**src/rtl/hello_scroll_ctrl.sv**
```systemverilog
// rtl/hello_scroll_ctrl.sv - HELLO message rotator driving five character codes and the code-mux select
module hello_scroll_ctrl #(
    parameter int          TICK_DIV = 50000000,
    parameter logic [14:0] MSG      = 15'b011_010_010_001_000
) (
    input  logic       clk,
    input  logic       rst,
    input  logic       run,
    input  logic       dir,
    input  logic       step,
    input  logic       clr,
    output logic [2:0] sel,
    output logic [2:0] d0,
    output logic [2:0] d1,
    output logic [2:0] d2,
    output logic [2:0] d3,
    output logic [2:0] d4,
    output logic       scrolling,
    output logic       wrap
);

    localparam int             CW      = (TICK_DIV > 2) ? $clog2(TICK_DIV) : 1;
    localparam logic [CW-1:0]  CNT_MAX = CW'(TICK_DIV - 1);

    typedef enum logic [1:0] {IDLE, SCROLL, HOLD} state_t;

    state_t        state, nxt_state;
    logic [2:0]    offset, cur_off, adv_off, nxt_off;
    logic [CW-1:0] cnt, nxt_cnt;
    logic          tick, adv, nxt_wrap;

    function automatic logic [2:0] code_at(input logic [2:0] off, input int i);
        int k;
        k = int'(off) + i;
        if (k >= 5) k = k - 5;
        return MSG[k*3 +: 3];
    endfunction

    always_comb begin
        // An out-of-range offset is treated as 0 so the next update repairs it
        cur_off   = (offset > 3'd4) ? 3'd0 : offset;
        tick      = (state == SCROLL) && (cnt == CNT_MAX);
        adv_off   = dir ? ((cur_off == 3'd0) ? 3'd4 : cur_off - 3'd1)
                        : ((cur_off == 3'd4) ? 3'd0 : cur_off + 3'd1);
        adv       = 1'b0;
        nxt_state = state;
        nxt_cnt   = cnt;
        if (clr) begin
            nxt_state = IDLE;
            nxt_cnt   = '0;
        end else begin
            case (state)
                IDLE, HOLD: begin
                    if (run) begin
                        nxt_state = SCROLL;
                        nxt_cnt   = '0;
                    end else if (step) begin
                        adv = 1'b1;
                    end
                end
                SCROLL: begin
                    // A tick still shifts even when run drops on the same cycle
                    nxt_cnt = tick ? '0 : cnt + CW'(1);
                    adv     = tick;
                    if (!run) nxt_state = HOLD;
                end
                default: nxt_state = IDLE;
            endcase
        end
        nxt_off  = clr ? 3'd0 : (adv ? adv_off : cur_off);
        nxt_wrap = adv && (dir ? (cur_off == 3'd0) : (cur_off == 3'd4));
    end

    always_ff @(posedge clk or posedge rst) begin
        if (rst) begin
            state     <= IDLE;
            offset    <= 3'd0;
            cnt       <= '0;
            sel       <= 3'd0;
            wrap      <= 1'b0;
            scrolling <= 1'b0;
            d0        <= MSG[2:0];
            d1        <= MSG[5:3];
            d2        <= MSG[8:6];
            d3        <= MSG[11:9];
            d4        <= MSG[14:12];
        end else begin
            state     <= nxt_state;
            offset    <= nxt_off;
            cnt       <= nxt_cnt;
            sel       <= nxt_off;
            wrap      <= nxt_wrap;
            scrolling <= (nxt_state == SCROLL);
            d0        <= code_at(nxt_off, 0);
            d1        <= code_at(nxt_off, 1);
            d2        <= code_at(nxt_off, 2);
            d3        <= code_at(nxt_off, 3);
            d4        <= code_at(nxt_off, 4);
        end
    end

endmodule

```
**config.mk**
```make
export PLATFORM = sky130hd
export DESIGN_NAME = hello_scroll_ctrl
export DESIGN_NICKNAME = d
export VERILOG_FILES = /design/src/rtl/hello_scroll_ctrl.sv
export SDC_FILE = /design/constraint.sdc
export NUM_CORES = 1
export LEC_CHECK = 0
export CORE_MARGIN = 2
export CORE_UTILIZATION = 50
export DETAILED_ROUTE_END_ITERATION = 12
export PLACE_DENSITY = 0.69
export SETUP_SLACK_MARGIN = 0.4
export SYNTH_ARGS = -nofsm -noshare
export SYNTH_HDL_FRONTEND = slang
export SYNTH_SLANG_ARGS = --single-unit
```
**constraint.sdc**
```tcl
create_clock -name clk -period 16.48 [get_ports clk]
set_input_delay 2.472 -clock clk [delete_from_list [all_inputs] [get_ports clk]]
set_output_delay 2.472 -clock clk [all_outputs]
set_load 0.005 [all_outputs]
```
==> summary.txt <==
Clock tree
  • H-tree depth reported by CTS: 2
  • Post-CTS setup buffer count: 0
  • Clk_lat worst skew: approximately 0.30 ns
  • CTS tree: built
  • Root buf cell: clkbuf_8
  • Clock Tree Buf Depth: 2
  • TritonCTS buffer count: 5
  • Clock slew at reported path FFs: ~0.090 ns
  • Hold_buf cts: 0
  • Clock sinks: 48
  • CTS resizes: 0

Layout
  • Proportion of layout cells with a drive suffix above 1: 5.30%
  • Nets: between 500 and 600
  • Antenna cells: 0
  • Area Growth Syn to Fin: 11.6%
  • Final Cell Area: around 4400 um^2

Timing
  • Fin crit period: between 7 and 8 ns
  • Fin crit share: 42.7%
  • Sum Neg Setup Slack: 0 ns
  • Max-slew violations: 0
  • RSZ-0062 raised after global routing: no
  • Final setup fails: 0
  • Slew of the pin with the lowest slew margin: 1.06 ns
  • Final hold vios: 0
  • Clock skew: 0.00872 ns
  • Maximum clock frequency: ~140 MHz
  • Relative slew slack: slightly below 30%

Power
  • Switching pwr: between 100 and 150 uW
  • Leakage power total: between 0.002 and 0.0025 uW
  • Maximum VDD drop: between 0.04 and 0.05 mV
  • Seq pwr share: between 30% and 40%
  • Power share of the clock group: 25.5%
  • Internal: 242 uW
  • Combinational share of power: a little over a third
  • Pwr/cell area: approximately 80 nW/um^2
  • Switching Fraction: between 30% and 40%

Synthesis
  • Syn nets: just over 500
  • Area contributors post-synth: dfrtp_1 27%, ha_1 15%, nor2_1 4.7%
  • Largest area contributor in the netlist: dfrtp_1
  • Seq cells post-synth: 48
  • Syn Inst Count: between 400 and 500
  • Synth Cell Area: approximately 4000 um^2
  • Main synth FF type: dfrtp_1
  • Async set-reset flop share out of synthesis: 100%
  • Sequential share of the synthesized area: 30.8%
  • Synth top area share: between 20% and 30%
  • Library cells used by synthesis: 51
  • Yosys Warn Count: 0
  • EDFF count, synth: 0
  • Avg Synthesized Cell Area: 8.65 um^2

Hold path
  • Hold Startpoint: cnt[23]$_DFFE_PP0P_
  • Min-Delay Path Depth: 1
  • HP Class: register to register
  • WHS Endpoint: cnt[23]$_DFFE_PP0P_

Floorplanning
  • Initial core utilization: between 50% and 60%
  • Die Wd: around 93 um
  • # IOs: 26
  • Die height: 92.5 um
  • Core area: 7650 um^2
  • Die area: 8560 um^2
  • FP Rows: 32

Flow run
  • MaxCap Viol Count: 0

Setup path
  • Crit end category: register
  • WS Path Type: input pin to register
  • Reg2reg start: cnt[7]$_DFFE_PP0P_
  • WP data arrival: around 7.2 ns
  • R2r endpoint: d2[0]$_DFF_PP0_
  • Worst Path Required: approximately 17 ns
  • Startpoint Class: input pin
  • Reg-to-reg setup timing slack: between 10 and 15 ns
  • Crit-path max FO: 11
  • Reg2Reg Depth: 15

Placement
  • Port buffer count: 25
  • Placer congestion estimate: approximately 0.85
  • DP Area: roughly 4300 um^2
  • HPWL after DPL: between 5000 and 6000 um

GRT
  • Grt ovf: 0
  • Pin count of the biggest net entering global routing: 49
  • Initial antenna violation count: 0
  • First-pass GRT wire length: about 14000 um
  • Vias in the first global route: ~3200
  • Total track usage: between 20% and 30%

Detailed routing
  • Iteration-0 DRC Markers: 110
  • DRC: 0
  • Final WL: around 7800 um
  • Detail Route Antenna Nets: 0
  • Pre-antenna DRT Iters: 4
  • Vias/cell: ~5.8
  • DR vias: 3301
  • Mean routed wirelength per cell: approximately 14 um

Outcome
  • Status: finished, final reports clean
-- power groups by stage --
stage / Combinational (uW) / Sequential [uW] / Clock [uW]
floorplan: 83.0 / 140 / 0
global placement: 122 / 139 / 0
detailed placement: 127 / 139 / 0
CTS: 128 / 137 / 92.4
global route: 144 / 138 / 97.0
finish: 126 / 136 / 90.1
-- worst max-delay path, cell delays in order --
cell and delay, ns:
clkdlybuf4s50_1 0.64, a21o_1 0.20, nor4_1 0.06, a21oi_1 0.33
a211oi_1 0.09, a211o_1 0.44, inv_1 0.29, ha_1 0.49
a221oi_4 0.15, a211oi_1 0.28, xor2_1 0.22, ha_1 0.30
fa_1 0.70, nand3_1 0.10, o21ai_0 0.09, nand3_1 0.10
a311oi_1 0.27
-- Yosys cell counts, types with 6 or more instances --
master / instances
nor2_1: 49
ha_1: 46
dfrtp_1: 43
nand2_1: 35
o21ai_0: 31
a21oi_1: 30
inv_1: 26
xor2_1: 17
nand3_1: 15
clkbuf_1: 14
xnor2_1: 13
nor3_1: 10
or3_1: 9
a211oi_1: 8
mux2i_1: 8
nand2b_1: 8
and3_1: 7
nand4_1: 7
a21o_1: 6
fa_1: 6
o31ai_1: 6
-- how the worst max path moves through the flow --
stage | from | to | slack, ns | depth (start not counted)
6_report | clr | d2[0]$_DFF_PP0_ | 9.45 | 17
3_3_place_gp | clr | d2[0]$_DFF_PP0_ | 9.27 | 17
2_1_floorplan | clr | d2[0]$_DFF_PP0_ | 9.85 | 17
4_1_cts | clr | d2[0]$_DFF_PP0_ | 9.45 | 17
5_1_grt | clr | d2[0]$_DFF_PP0_ | 8.97 | 17
3_5_place_dp | clr | d2[0]$_DFF_PP0_ | 9.13 | 17
-- sequential cells by signal, summed over array words and instances, names as in the netlist, 2 cells and up --
name / cells
cnt: 26
d0: 3
d1: 3
d2: 3
d3: 3
d4: 3
offset: 3
state: 2
-- placed cells by master (no fill, tap or decap), types with 2 or more instances in the layout --
| cell type | synthesis | routed |
|---|---|---|
| ha_1 | 46 | 46 |
| o22a_1 | 2 | 2 |
| o31ai_1 | 6 | 6 |
| a21oi_1 | 30 | 30 |
| clkdlybuf4s50_1 | 0 | 25 |
| nand2b_1 | 8 | 8 |
| nor3_1 | 10 | 10 |
| or4b_1 | 2 | 2 |
| dfstp_2 | 5 | 5 |
| fa_1 | 6 | 6 |
| nor4_1 | 4 | 4 |
| a21o_1 | 6 | 6 |
| nor2b_1 | 2 | 2 |
| buf_4 | 0 | 2 |
| dfrtp_1 | 43 | 43 |
| a31oi_1 | 5 | 5 |
| mux2i_1 | 8 | 8 |
| nor2_1 | 49 | 49 |
| xor2_1 | 17 | 17 |
| a21boi_0 | 5 | 5 |
| a211o_1 | 2 | 2 |
| o211ai_1 | 3 | 3 |
| a211oi_1 | 8 | 8 |
| inv_1 | 26 | 25 |
| o21ai_0 | 31 | 31 |
| nand3b_1 | 2 | 2 |
| and2_1 | 4 | 4 |
| inv_2 | 2 | 3 |
| nand4_1 | 7 | 7 |
| nand2_1 | 35 | 35 |
| and3_1 | 7 | 7 |
| or2_2 | 2 | 2 |
| xnor2_1 | 13 | 13 |
| clkbuf_8 | 0 | 6 |
| or3_1 | 9 | 9 |
| nand3_1 | 15 | 15 |
| o31a_1 | 2 | 2 |
-- cell type report --
| cell class | instances | area (um^2) |
|---|---|---|
| multi-input cells | 361 | 2550 |
| flip-flops and latches | 48 | 1210 |
| inverters | 28 | 105 |
| clock buffers | 6 | 82.6 |
| repair buffers | 27 | 265 |
| well taps | 102 | 128 |
| fillers | 697 | 3270 |
| clock inverters | 2 | 38.8 |
-- logic make-up (layout without fill, tap and decap cells) --
logic type | count (synthesis) | in the layout | synth area share [%]
compound gates | 107 | 107 | 17.2
flops | 48 | 48 | 30.8
mux | 10 | 10 | 2.91
simple gates | 162 | 162 | 20.4
fa+ha+maj | 52 | 52 | 17.8
xor+xnor | 30 | 30 | 6.70
buf+inv | 44 | 63 | 4.21
-- stage by stage --
stage	hold WS (ns)	worst slack [ns]	util [%]	total power, uW	instances
5_1_grt	0.550	8.97	57.2	378	574
2_1_floorplan	0.459	9.85	-	223	453
6_report	0.524	9.45	57.2	353	574
4_1_cts	0.516	9.45	57.2	356	574
3_3_place_gp	0.495	9.27	55.6	261	566
3_5_place_dp	0.503	9.13	55.6	266	566
-- metal layers --
| metal | wire (um) | global-route usage, % |
|---|---|---|
| met1 | 3370 | 25.9 |
| met5 | 0 | 0 |
| met4 | 98 | 5.47 |
| met2 | 4110 | 35.8 |
| met3 | 263 | 2.52 |
(Power assumes the default switching activity.)
